--- src/rtl/node_share_arb.sv ---
`default_nettype none
// ----------------------------------------------------------------------------
// node_share_arb : round-robin sharing of one ST/RD handshaked node - rev 1.0
// ----------------------------------------------------------------------------
module node_share_arb #(
  parameter int NREQ    = 4,
  parameter int W       = 16,
  parameter int TIMEOUT = 15
) (
  input  logic              CLK,
  input  logic              RST,
  input  logic [NREQ-1:0]   REQ,
  input  logic [NREQ*W-1:0] REQ_A,
  input  logic [NREQ*W-1:0] REQ_B,
  output logic [NREQ-1:0]   GNT,
  output logic [NREQ-1:0]   DONE,
  output logic [W-1:0]      RESULT,
  output logic              ERR,
  output logic              BUSY,
  output logic              N_ST,
  output logic [W-1:0]      N_IN0,
  output logic [W-1:0]      N_IN1,
  input  logic              N_RD,
  input  logic [W-1:0]      N_RES
);

  localparam int               IW       = (NREQ > 1) ? $clog2(NREQ) : 1;
  localparam int               CW       = 8;
  localparam logic [CW-1:0]    TO_LAST  = CW'(TIMEOUT - 1);
  localparam logic [IW-1:0]    LAST_RST = IW'(NREQ - 1);
  localparam logic [NREQ-1:0]  ONE_HOT0 = NREQ'(1);

  typedef enum logic [2:0] {
    ST_IDLE    = 3'd0,
    ST_LAUNCH  = 3'd1,
    ST_WAIT_LO = 3'd2,
    ST_WAIT_HI = 3'd3,
    ST_RESP    = 3'd4
  } state_t;

  state_t          state_q, state_d;
  logic [IW-1:0]   last_q, last_d;
  logic [CW-1:0]   cnt_q, cnt_d;
  logic [NREQ-1:0] gnt_q, gnt_d;
  logic [NREQ-1:0] done_q, done_d;
  logic [W-1:0]    result_q, result_d;
  logic            err_q, err_d;
  logic            busy_q, busy_d;
  logic            nst_q, nst_d;
  logic [W-1:0]    in0_q, in0_d;
  logic [W-1:0]    in1_q, in1_d;

  logic            win_vld;
  logic [IW-1:0]   win_idx;
  logic [IW-1:0]   cand;
  logic [W-1:0]    sel_a;
  logic [W-1:0]    sel_b;
  logic            expired;

  // Scan downwards so the nearest index after last_q is the one left standing.
  always_comb begin
    win_vld = 1'b0;
    win_idx = '0;
    cand    = '0;
    for (int k = NREQ; k >= 1; k--) begin
      cand = IW'((int'(last_q) + k) % NREQ);
      if (REQ[cand]) begin
        win_vld = 1'b1;
        win_idx = cand;
      end
    end
  end

  always_comb begin
    sel_a = '0;
    sel_b = '0;
    for (int i = 0; i < NREQ; i++) begin
      if (win_idx == IW'(i)) begin
        sel_a = REQ_A[i*W +: W];
        sel_b = REQ_B[i*W +: W];
      end
    end
  end

  assign expired = (cnt_q == TO_LAST);

  always_comb begin
    state_d  = state_q;
    last_d   = last_q;
    cnt_d    = cnt_q;
    gnt_d    = gnt_q;
    done_d   = '0;
    result_d = result_q;
    err_d    = 1'b0;
    nst_d    = 1'b0;
    in0_d    = in0_q;
    in1_d    = in1_q;

    case (state_q)
      ST_IDLE: begin
        if (win_vld) begin
          gnt_d   = ONE_HOT0 << win_idx;
          last_d  = win_idx;
          in0_d   = sel_a;
          in1_d   = sel_b;
          nst_d   = 1'b1;
          state_d = ST_LAUNCH;
        end
      end
      ST_LAUNCH: begin
        cnt_d   = '0;
        state_d = ST_WAIT_LO;
      end
      ST_WAIT_LO: begin
        cnt_d = cnt_q + 1'b1;
        if (expired) begin
          done_d   = gnt_q;
          err_d    = 1'b1;
          result_d = '0;
          state_d  = ST_RESP;
        end else if (!N_RD) begin
          state_d = ST_WAIT_HI;
        end
      end
      ST_WAIT_HI: begin
        cnt_d = cnt_q + 1'b1;
        // A genuine completion on the final cycle beats the timeout.
        if (N_RD) begin
          done_d   = gnt_q;
          result_d = N_RES;
          state_d  = ST_RESP;
        end else if (expired) begin
          done_d   = gnt_q;
          err_d    = 1'b1;
          result_d = '0;
          state_d  = ST_RESP;
        end
      end
      ST_RESP: begin
        gnt_d   = '0;
        state_d = ST_IDLE;
      end
      default: begin
        gnt_d   = '0;
        state_d = ST_IDLE;
      end
    endcase

    busy_d = (state_d != ST_IDLE);
  end

  always_ff @(posedge CLK) begin
    if (RST) begin
      state_q  <= ST_IDLE;
      last_q   <= LAST_RST;
      cnt_q    <= '0;
      gnt_q    <= '0;
      done_q   <= '0;
      result_q <= '0;
      err_q    <= 1'b0;
      busy_q   <= 1'b0;
      nst_q    <= 1'b0;
      in0_q    <= '0;
      in1_q    <= '0;
    end else begin
      state_q  <= state_d;
      last_q   <= last_d;
      cnt_q    <= cnt_d;
      gnt_q    <= gnt_d;
      done_q   <= done_d;
      result_q <= result_d;
      err_q    <= err_d;
      busy_q   <= busy_d;
      nst_q    <= nst_d;
      in0_q    <= in0_d;
      in1_q    <= in1_d;
    end
  end

  assign GNT    = gnt_q;
  assign DONE   = done_q;
  assign RESULT = result_q;
  assign ERR    = err_q;
  assign BUSY   = busy_q;
  assign N_ST   = nst_q;
  assign N_IN0  = in0_q;
  assign N_IN1  = in1_q;

endmodule
`default_nettype wire
--- config.mk ---
export PLATFORM = sky130hd
export DESIGN_NAME = node_share_arb
export DESIGN_NICKNAME = d
export VERILOG_FILES = /design/src/rtl/node_share_arb.sv
export SDC_FILE = /design/constraint.sdc
export NUM_CORES = 1
export LEC_CHECK = 0
export BUFFER_PORTS_ARGS = -buffer_cell sky130_fd_sc_hd__buf_2
export CAP_MARGIN = 5
export CORE_UTILIZATION = 43
export DETAILED_ROUTE_END_ITERATION = 8
export GPL_TIMING_DRIVEN = 0
export PLACE_DENSITY_LB_ADDON = 0.12
export SLEW_MARGIN = 10
export SYNTH_ARGS = -nofsm -noshare
export SYNTH_HDL_FRONTEND = slang
export SYNTH_SLANG_ARGS = --single-unit
--- constraint.sdc ---
create_clock -name CLK -period 2.7 [get_ports CLK]
set_clock_uncertainty 0.05 [all_clocks]
set_input_delay 0.81 -clock CLK [delete_from_list [all_inputs] [get_ports CLK]]
set_output_delay 0.81 -clock CLK [all_outputs]
set_load 0.03 [all_outputs]
Yosys cells after proc, flatten, opt, wreduce, memory -nomap -nowiden
Index checks and enable logic that the tools add are counted.
- register bits after elaboration: 72
- latch bits: 0
- RAM bits: 0
- bits in read-only memories: 0
- bits of input ports: 151
- output and inout port bits: 59
- word-level logic and storage cells: 84
- memories: 0
- add/subtract/negate cells: 5
- multipliers: 0
- divide/modulo/power cells: 0
- magnitude comparators: 4
- equality and inequality tests: 8
- shift operators: 1
- muxes and demuxes: 43
- bitwise operators: 2
- reductions and logical operators: 10
- operator list (operator ; count):
    2-to-1 mux 16 bit ; 10
    one-hot mux 16 bit (2 select lines) ; 1
    one-hot mux 4 bit (2 select lines) ; 2
    one-hot mux 8 bit (2 select lines) ; 1
    2-to-1 mux 3 bit ; 5
    < comparator 2 x 3 -> 1 bit (second input constant) ; 4
    2-to-1 mux 4 bit ; 3
    one-hot mux 3 bit (4 select lines) ; 1
    2-to-1 mux 1 bit ; 11
    adder 8 x 1 -> 8 bit (second input constant) ; 1
    binary-select mux 1 bit (select 2 bit) ; 4
    == test 8 x 4 -> 1 bit (second input constant) ; 1
    2-to-1 mux 2 bit ; 4
    == test 3 x 2 -> 1 bit (second input constant) ; 2
    adder 2 x 1 -> 2 bit (second input constant) ; 2
    adder 2 bit (second input constant) ; 2
    == test 2 bit (second input constant) ; 2
    AND reduction 2 bit ; 2
    nonzero test 2 bit ; 2
    OR reduction 2 bit ; 2
    << shifter 1 x 2 -> 4 bit (first input constant) ; 1
    == test 3 x 1 -> 1 bit (second input constant) ; 1
    logical NOT 3 bit ; 1
    nonzero test 3 bit ; 1
    other kinds (6) ; 7

Longest topological paths before layout
- word-level depth: 12
- gate-level depth with buffers: 8
- mapped depth without buffers: 6

Least setup slack after synthesis
Ideal clock, no wire load.
- kind: input port to flip-flop
- start: input REQ[2]
- end: register in0_q[14] (netlist: N_IN0[14])
- setup time: 133 ps
- data arrival time: 1937 ps
- required time: 2517 ps
- path slack: 579 ps
- stages on the path: 7
- cells stage by stage: nor4_1 nand2b_1 buf_2 nor2_2 nand2_1 buf_2 o221ai_1
- cells in the longest elaborated chain, start to end: 11
- RTL lines (element ; line ; RTL):
    start: declaration ; 12 ; input logic [NREQ-1:0] REQ,
    binary-select mux 1 bit (select 2 bit) ; 67 ; if (REQ[cand]) begin
    2-to-1 mux 1 bit (implied by the code) ; 67 ;
    2-to-1 mux 2 bit (4 in series) ; 67 ;
    logical NOT 2 bit ; 78 ; if (win_idx == IW'(i)) begin
    2-to-1 mux 16 bit (4 in series) ; 78 ;
    end signal: assignment ; 175 ; in0_q <= in0_d;
    end: declaration ; 50 ; logic [W-1:0] in0_q, in0_d;
Several ways; a longest one is shown, not always the timed one. The select of a mux whose other input is x is not followed.
A chain may end at the register's enable or synchronous reset.

Final worst setup path
- start: input REQ[2]
- end: register in1_q[15] (netlist: N_IN1[15])
- cells in the longest elaborated chain, start to end: 11
- RTL lines (element ; line ; RTL):
    binary-select mux 1 bit (select 2 bit) ; 67 ;
    2-to-1 mux 1 bit (implied by the code) ; 67 ;
    2-to-1 mux 2 bit (4 in series) ; 67 ;
    logical NOT 2 bit ; 78 ;
    2-to-1 mux 16 bit (4 in series) ; 78 ;
    end signal: assignment ; 176 ; in1_q <= in1_d;
    end: declaration ; 51 ; logic [W-1:0] in1_q, in1_d;
Several ways; a longest one is shown, not always the timed one. The select of a mux whose other input is x is not followed.

==> metrics.md <==
| Metric | Value |
|---|---|
| Status | finished clean |
| Reg-to-Reg Start | last_q[1] |
| R2R setup slack | roughly 0.66 ns |
| Share of layout cells above drive strength 1 | 0.431 |
| Final setup margin | between 0.4 and 0.5 ns |
| DRT iter0 DRCs | 90 |
| Highest Clock Rate | roughly 0.44 GHz |
| Post-CTS Setup Inserts | 0 |
| Ranking of synthesized cells by area | dfxtp_1, mux2i_1, o221ai_1 |
| DRC viols | 0 |
| Antenna diode count | 0 |
| Cell area after layout | approximately 4800 um^2 |
| Cts bufs inserted | 9 |
| Remaining antenna violation count | 0 |
| Hold Path Stages | 2 |
| Primary FF master, synth | dfxtp_1 |
| DR pass1 iterations | 4 |
| Sequential area share after synthesis | 0.433 |
| Area leader, netlist | dfxtp_1 |
| Crit-path most repeated cell | buf_2 |
| WP buf/inv | 3 |
| Place WS | between 0.06 and 0.07 ns |
| Post-DR wirelength/cell | between 10 and 15 um |
| CTS H-Tree Depth | 3 |
| DP HPWL | 7710 um |
| Placed instance area | about 4500 um^2 |
| Synthesis Warnings | 0 |
| FP Rows | 31 |
| Yosys top cell area share | 0.433 |
| Critical Path AT | 2.44 ns |
| TritonCTS clock tree | yes |
| Crit share post-route | 0.849 |
| GRT Residual Overflow | 0 |
| Pins Over Slew Limit | 0 |
| Avg Cell Area, Syn | 9.55 um^2 |
| Worst-Skew Late Latency | around 0.33 ns |
| Post-layout minimum cycle time | roughly 2.3 ns |
| Crit. End Element | flip-flop |
| Netlist cell types | 37 |
| FF-to-FF End | N_IN1[15] |
| DRT Wirelength | 9770 um |
| Post-synth EDFFs | 0 |
| Area delta synth->final | 43.0% |
| Setup crit start kind | input pin |
| CTS clk-pin slew, worst paths | roughly 0.08 ns |
| Vias in the first global route | 3,289 |
| Crit path depth | 8 |
| Longest Clk Path Bufs | 2 |
| Initial antenna violation count | 0 |
| Delay-heaviest family, CP | simple AND/OR/NAND/NOR gates |
| Power per standard cell area | 719 nW/um^2 |
| Setup TNS | 0 ns |
| First-pass GRT wire length | 15,400 um |
| Root Buffer | clkbuf_8 |
| Cells on worst reg2reg path | 6 |
| Max Cap Viol | 0 |
| # port buffers | between 200 and 250 |
| Post-synthesis cell area | approximately 3300 um^2 |
| Largest net degree at the start of global routing | 14 |
| Routed vias | 3,435 |
| Post-DR vias/cell | between 5 and 6 |
| Syn nets | 502 |
| Final hold viol count | 0 |
| Worst EP required | around 2.8 ns |
| Worst VDD drop | about 0.00034 V |
| Synth Register Bits | 72 |
| Number of fill cells in the layout | 660 |
| Worst Hold End | N_IN1[6] |
| Initial core utilization | 0.452 |
| Worst-path cell chain | buf_2 > nor4_1 > nand2b_1 > buf_2 > nor2_2 > nand2_1 > buf_2 > o221ai_1 |
| Post-CTS resize count | 0 |
| Cells after Synth | between 300 and 400 |
| Crit-path max cell delay | roughly 0.45 ns |
| Die height | ~90 um |
| Gp weighted congestion | 0.809 |
| Worst Hold Class | reg2reg |
| Hold_ws | ~0.4 ns |
| Cts hold-fix bufs | 0 |
| Gr usage total | 0.235 |
| Setup-failing EPs final | 0 |
| Setup Crit Path Kind | in2reg |
| Max FO, Critical Path | 10 |
| RSZ-0062 raised after global routing | false |
| Synth async-reset ratio | 0 |
| Die area | 8100 um^2 |
| CP max stage cell | nor4_1 |
| Clock Sink Count | a little over 70 |
| Slew @ Worst Pin | roughly 0.50 ns |
| Core ar. | about 7400 um^2 |
| Die width | 90.0 um |
| Leakage Power | approximately 0.0025 uW |
| # nets final | 721 |
| Worst hold start | N_IN1[6] |
| IO Pins | 210 |
| Slew margin rel. | 0.665 |
-- layer usage --
metal | GRT usage | wire length, um | share of wire
met2 | 0.415 | 4950 | 0.51
met3 | 0.0525 | 559 | 0.057
met1 | 0.283 | 4140 | 0.42
met4 | 0.0726 | 124 | 0.013
met5 | 0 | 0 | 0
-- synthesized netlist by cell type (all sizes together), types with 3 or more instances --
| cell | instances |
|---|---|
| and2 | 5 |
| nand3 | 6 |
| mux2i | 65 |
| nor2 | 34 |
| xor2 | 3 |
| o221ai | 32 |
| or3 | 3 |
| clkbuf | 7 |
| a21oi | 11 |
| a22oi | 17 |
| buf | 18 |
| nor3 | 3 |
| a211o | 3 |
| dfxtp | 72 |
| nand2 | 44 |
| inv | 4 |
-- per-stage QoR --
stage,power (uW),instances,utilization
after floorplan,1980,349,-
after global placement,2320,656,0.610
after detailed placement,2340,656,0.610
after CTS,3450,672,0.646
after global routing,3590,672,0.646
final,3420,672,0.646
-- sequential cells by signal, summed over array words and instances (netlist names) --
register and flops:
N_IN0 16, N_IN1 16, RESULT 16, cnt_q 8, DONE 4, GNT 4
state_q 3, last_q 2, BUSY 1, ERR 1, N_ST 1
-- worst max path at each step --
stage	start	end	slack [ns]
after global placement	REQ[2]	N_IN0[2]	0.08
final	REQ[2]	N_IN1[15]	0.41
after global routing	REQ[2]	N_IN1[15]	0.22
after floorplan	REQ[2]	N_IN0[14]	0.58
after detailed placement	REQ[2]	N_IN1[15]	0.07
after CTS	REQ[2]	N_IN1[15]	0.42
-- report_power, final --
part / internal, uW / switching, uW / total (uW)
Sequential: 1190 / 75.2 / 1260
Combinational: 411 / 640 / 1050
Clock: 710 / 399 / 1110
Total: 2310 / 1110 / 3420
-- placed cells by master (no fill, tap or decap), types with 2 or more instances in the layout --
cell	n
buf_2	220
dfxtp_1	72
mux2i_1	65
nand2_1	44
nor2_1	33
o221ai_1	32
a22oi_1	17
a21oi_1	11
clkbuf_8	9
clkbuf_1	7
nand3_1	6
and2_1	5
inv_1	4
buf_4	4
bufinv_16	4
nor3_1	3
a211o_1	3
or3_1	3
xor2_1	3
nor4_1	2
nand2b_1	2
buf_6	2
a211oi_1	2
ha_1	2
-- kinds of logic (layout without fill, tap and decap cells) --
family | Yosys count | count (layout) | share of synthesized area
simple gates | 105 | 105 | 0.138
flops | 72 | 72 | 0.433
compound gates | 71 | 71 | 0.166
mux | 66 | 66 | 0.199
buf+inv | 29 | 253 | 0.0462
xor+xnor | 4 | 4 | 0.0105
fa+ha+maj | 2 | 2 | 0.00751
-- area by class of cell --
class,instances,area (um^2),area share
repair buffers,208,1040,0.219
well taps,99,124,0.0260
inverters,4,15.0,0.00315
clock buffers,9,124,0.0260
multi-input cells,248,1740,0.365
clock inverters,7,143,0.0299
flip-flops and latches,72,1440,0.303
plain buffers,25,139,0.0292
-- worst register-to-register path, delay by kind of cell (launching register included) --
family	cells	cell delay [ns]
compound gates	1	0.24
buf+inv	1	0.26
flops	1	0.43
mux	1	0.22
simple gates	3	0.76
(Power assumes the default switching activity.)
